===== src/rtl/load_unit.sv =====
// load_unit: multi-cycle RV32I load unit. Issues a word-aligned read over a
// request/response handshake, then extracts and extends the addressed lane.
// Misaligned or illegal loads fault immediately without touching memory, and
// a response that never arrives is aborted after TIMEOUT_CYCLES in WAIT.
module load_unit #(
  parameter int unsigned TIMEOUT_CYCLES = 255
) (
  input  logic        clk,
  input  logic        reset,
  input  logic        load_start,
  input  logic [31:0] load_addr,
  input  logic [2:0]  load_control,
  output logic        mem_req,
  output logic [31:0] mem_addr,
  input  logic        mem_ready,
  input  logic        mem_rvalid,
  input  logic [31:0] mem_rdata,
  output logic        busy,
  output logic        load_done,
  output logic [31:0] load_data,
  output logic        load_fault,
  output logic [1:0]  fault_cause
);

  typedef enum logic [1:0] {S_IDLE, S_REQ, S_WAIT, S_DONE} state_t;

  localparam logic [15:0] CNT_LAST = 16'(TIMEOUT_CYCLES - 1);

  localparam logic [1:0] CAUSE_NONE      = 2'b00;
  localparam logic [1:0] CAUSE_MISALIGN  = 2'b01;
  localparam logic [1:0] CAUSE_ILLEGAL   = 2'b10;
  localparam logic [1:0] CAUSE_TIMEOUT   = 2'b11;

  state_t      state;
  logic [31:0] addr_q;
  logic [1:0]  off_q;
  logic [2:0]  ctrl_q;
  logic [15:0] cnt;
  logic [31:0] data_q;
  logic        fault_q;
  logic [1:0]  cause_q;

  // Only LB, LH, LW, LBU and LHU are defined load encodings.
  function automatic logic is_illegal(input logic [2:0] ctrl);
    case (ctrl)
      3'b000, 3'b001, 3'b010, 3'b100, 3'b101: is_illegal = 1'b0;
      default:                                is_illegal = 1'b1;
    endcase
  endfunction

  // Halfwords need an even address, words a 4-byte aligned one.
  function automatic logic is_misaligned(input logic [2:0] ctrl, input logic [1:0] off);
    case (ctrl)
      3'b001, 3'b101: is_misaligned = off[0];
      3'b010:         is_misaligned = (off != 2'b00);
      default:        is_misaligned = 1'b0;
    endcase
  endfunction

  // Select the addressed lane and sign- or zero-extend it to 32 bits.
  function automatic logic [31:0] extract(input logic [2:0] ctrl, input logic [1:0] off,
                                          input logic [31:0] rdata);
    logic signed [7:0]  b;
    logic signed [15:0] h;
    b = $signed(rdata[8*off +: 8]);
    h = off[1] ? $signed(rdata[31:16]) : $signed(rdata[15:0]);
    case (ctrl)
      3'b000:  extract = {{24{b[7]}}, b};
      3'b001:  extract = {{16{h[15]}}, h};
      3'b100:  extract = {24'd0, b};
      3'b101:  extract = {16'd0, h};
      default: extract = rdata;
    endcase
  endfunction

  // Load sequencing FSM; result and fault status are registered on entry to DONE.
  always_ff @(posedge clk) begin
    if (reset) begin
      state   <= S_IDLE;
      addr_q  <= '0;
      off_q   <= '0;
      ctrl_q  <= '0;
      cnt     <= '0;
      data_q  <= '0;
      fault_q <= 1'b0;
      cause_q <= CAUSE_NONE;
    end else begin
      case (state)
        S_IDLE: begin
          if (load_start) begin
            addr_q <= {load_addr[31:2], 2'b00};
            off_q  <= load_addr[1:0];
            ctrl_q <= load_control;
            if (is_illegal(load_control)) begin
              state   <= S_DONE;
              data_q  <= '0;
              fault_q <= 1'b1;
              cause_q <= CAUSE_ILLEGAL;
            end else if (is_misaligned(load_control, load_addr[1:0])) begin
              state   <= S_DONE;
              data_q  <= '0;
              fault_q <= 1'b1;
              cause_q <= CAUSE_MISALIGN;
            end else begin
              state <= S_REQ;
            end
          end
        end
        S_REQ: begin
          if (mem_ready) begin
            state <= S_WAIT;
            cnt   <= '0;
          end
        end
        S_WAIT: begin
          // A response in the expiry cycle still completes the load normally.
          if (mem_rvalid) begin
            state   <= S_DONE;
            data_q  <= extract(ctrl_q, off_q, mem_rdata);
            fault_q <= 1'b0;
            cause_q <= CAUSE_NONE;
          end else if (cnt == CNT_LAST) begin
            state   <= S_DONE;
            data_q  <= '0;
            fault_q <= 1'b1;
            cause_q <= CAUSE_TIMEOUT;
          end else begin
            cnt <= cnt + 16'd1;
          end
        end
        S_DONE: begin
          state   <= S_IDLE;
          fault_q <= 1'b0;
          cause_q <= CAUSE_NONE;
        end
        default: state <= S_IDLE;
      endcase
    end
  end

  // Handshake and status outputs decoded from state so the core stalls immediately.
  always_comb begin
    busy        = (state != S_IDLE);
    mem_req     = (state == S_REQ);
    load_done   = (state == S_DONE);
    mem_addr    = addr_q;
    load_data   = data_q;
    load_fault  = fault_q;
    fault_cause = cause_q;
  end

endmodule


===== config.mk =====
export PLATFORM = sky130hd
export DESIGN_NAME = load_unit
export DESIGN_NICKNAME = d
export VERILOG_FILES = /design/src/rtl/load_unit.sv
export SDC_FILE = /design/constraint.sdc
export NUM_CORES = 1
export LEC_CHECK = 0
export CORE_ASPECT_RATIO = 1.5
export CORE_MARGIN = 5
export CORE_UTILIZATION = 50
export DETAILED_ROUTE_END_ITERATION = 16
export PLACE_DENSITY_LB_ADDON = 0.12
export SYNTH_ARGS = -nofsm -noshare
export SYNTH_HDL_FRONTEND = slang
export SYNTH_SLANG_ARGS = --single-unit
export TNS_END_PERCENT = 50

===== constraint.sdc =====
create_clock -name clk -period 5.9 [get_ports clk]
set_clock_uncertainty 0.1 [all_clocks]
set_input_delay 0.885 -clock clk [delete_from_list [all_inputs] [get_ports clk]]
set_output_delay 0.885 -clock clk [all_outputs]
set_load 0.02 [all_outputs]

==> results.cfg <==
[status]
outcome = complete, no violations

[detailed_routing]
viasPerCell = 5.73
via_count = 4431
ant_nets = 0
first_pass_iters = 4
routedWlPerCell_microns = 17.3
drt_wl_total_microns = 13400
drc_errors = 0
first_iter_violations = 281

[global_route]
grt_pass1_wl_microns = 20600
grt_max_degree = 83
grt_pass1_vias = 4326
grt_overflow_total = 0
antenna_found_initial = 0
grt_usage_pct = 23.7

[power]
p_per_area_nw_per_um2 = 356
power.total_mw = 2.19
p_int_mw = 1.37
p_clk_share_pct = 27.0
p_switching_mw = 0.817
seqPwrFrac_pct = 33.1
peakVddDrop_mv = 0.276
p_leak_nw = 2.14
power_frac_comb_pct = 39.8
switching_share_pct = 37.3

[die]
core_sq_um = 8780
ioPinCount = 142
start_util_pct = 50.8
num_rows = 42
dieArea_sq_um = 10900
die_h_microns = 126
fp.dieW_microns = 87.1

[critical_path]
crit_chain = buf_2, buf_4, nand3b_1, or3b_2, o32ai_1
cp.depth = 5
cp_data_arrival_time_ps = 2970
worst-r2r-setup-slack_ps = 3120
path_delay_family = simple AND/OR/NAND/NOR gates
worstSetupPathType = input port to flop
reg2reg_depth = 4
endpoint_kind = flop
slowest_stage = or3b_2
crit_fanout = 82
max_stage_delay_ps = 800
critPathBufInv = 2
startpoint_type = input port
required_ps = 6040

[cts]
clkTransAtPathRegs_ps = 60
clockBufferDepth = 2
clk-insertion-delay-late_ps = 340
post_cts_buffers = 0
cts_tree = done
htreeDepth = 3
cts.repair.resized = 0
cts_buffers = 9
cts.sinks = 88
cts_hold_buffers = 0
ctsRootBufferMaster = clkbuf_16

[synth]
synth.avg_cell_area_sq_um = 8.17
synth_warnings = 0
synthesis.area_sq_um = 4450
async_flop_share_pct = 0
synth-seq-cells = 88
synth.distinct_cells = 54
synth_ff_type = dfxtp_1
ys_seq_area_share_pct = 39.6
synth_edf_count = 0
syn_inst = 545

[cells_and_area]
area_growth_pct = 38.0
drive_gt1_share_pct = 5.13
diodes = 0
fin_nets = 737
final_common_cell = clkdlybuf4s50_1
regArea_sq_um = 1760
fillers = 721
final_cell_mix = 138 x clkdlybuf4s50_1, 95 x nand2_1, 88 x dfxtp_1
multi_input_area_sq_um = 2390
instances_no_fill = 773

[placement]
place_hpwl_microns = 9900
gp_congestion = 0.887
io_buffers = 139
dp_cells = 757

[sta]
tns_ps = 0
rsz0062_at_grt = false
slew_headroom_pct = 22.2
worst_slew_pin_slew_ps = 1160
fin_crit_ps = 2840
hold_viol = 0
fin_crit_sh_pct = 48.1
max_freq_mhz = 353
finalSetupViolCount = 0
final_max_slew_viol_count = 0

[flow_run]
max-cap-violations = 0

[worst_hold_path]
worstHoldPathType = flop to flop
min_path_cells = 2
[cell families (layout without fill, tap and decap cells)]
logic type / count (synthesis) / count (layout) / synth area share (%)
DFF: 88 / 88 / 39.6
muxes: 33 / 33 / 7.92
other: 1 / 2 / 0.0842
adders and majority gates: 7 / 7 / 1.97
buffers and inverters: 76 / 193 / 6.99
and+or+nand+nor: 196 / 196 / 22.1
AOI/OAI and AO/OA: 144 / 144 / 21.4
[registers in the layout (all words and copies together) (netlist names)]
register and cells:
load_data 32, mem_addr 30, cnt 16, ctrl_q 3
fault_cause 2, off_q 2, state 2, load_fault 1
[cell type report]
type                       instances  area share (%)
clock buffer                      11            4.11
clock inverter                     5           0.998
inverter                          35            2.14
multi-input combinational        382            38.9
sequential                        88            28.7
tap                              110            2.24
timing repair buffer             142            22.9
[cells in the mapped netlist, types with 3 or more instances]
master	instances	area, sq um
o311ai_0	4	35.0
buf_2	3	15.0
or3_1	3	18.8
mux2_2	7	78.8
o31ai_1	4	30.0
nand4_1	5	31.3
nand2b_1	42	263
nor2_1	9	33.8
inv_1	35	131
a211oi_1	3	22.5
o21ai_0	12	60.1
ha_1	7	87.6
nand3_1	13	65.1
clkbuf_1	28	105
a31oi_1	10	62.6
a221o_1	8	80.1
o32ai_1	16	140
nand2_1	95	357
nor4_1	5	31.3
o211ai_1	9	67.6
buf_4	6	45.0
mux2i_1	24	240
dfxtp_1	88	1760
a21oi_1	63	315
buf_1	4	15.0
or4_1	7	52.6
[per-stage QoR]
step                      utilization [%]  hold WS, ps  setup WS (ps)  instance area, sq um
after floorplan                         -          343           3420                  4460
after global placement               66.5          341           2830                  5830
after detailed placement             66.5          347           2760                  5830
after CTS                            70.0          356           3070                  6150
after global routing                 70.0          370           2950                  6150
final                                70.0          353           3060                  6150
[power by group through the flow]
stage                     Combinational (mW)  Clock (mW)  Sequential, mW
after floorplan                        0.515           0           0.781
after global placement                 0.848           0           0.733
after detailed placement               0.869           0           0.736
after CTS                              0.875       0.599           0.724
after global routing                   0.941       0.624           0.734
final                                  0.871       0.592           0.725
[routing by layer]
layer | part of all wire, % | vias up | GRT usage [%]
li1 | - | 2161 | -
met1 | 37 | 2088 | 25.7
met2 | 52 | 140 | 42.0
met3 | 5.5 | 42 | 3.42
met4 | 5.0 | 0 | 14.5
met5 | 0 | - | 0
[worst paths after layout]
path,to,start
worst max-delay path,load_data[16],reset
worst min-delay path,mem_addr[19],mem_addr[19]
worst max register to register,load_data[16],off_q[1]
worst min register to register,mem_addr[19],mem_addr[19]
[worst reg2reg max path, delay by kind of cell, from the launching register on]
| kind | cells | cell delay [ps] |
|---|---|---|
| compound gates | 2 | 520 |
| flops | 1 | 890 |
| mux | 1 | 680 |
| simple gates | 1 | 430 |
(Power assumes the default switching activity.)
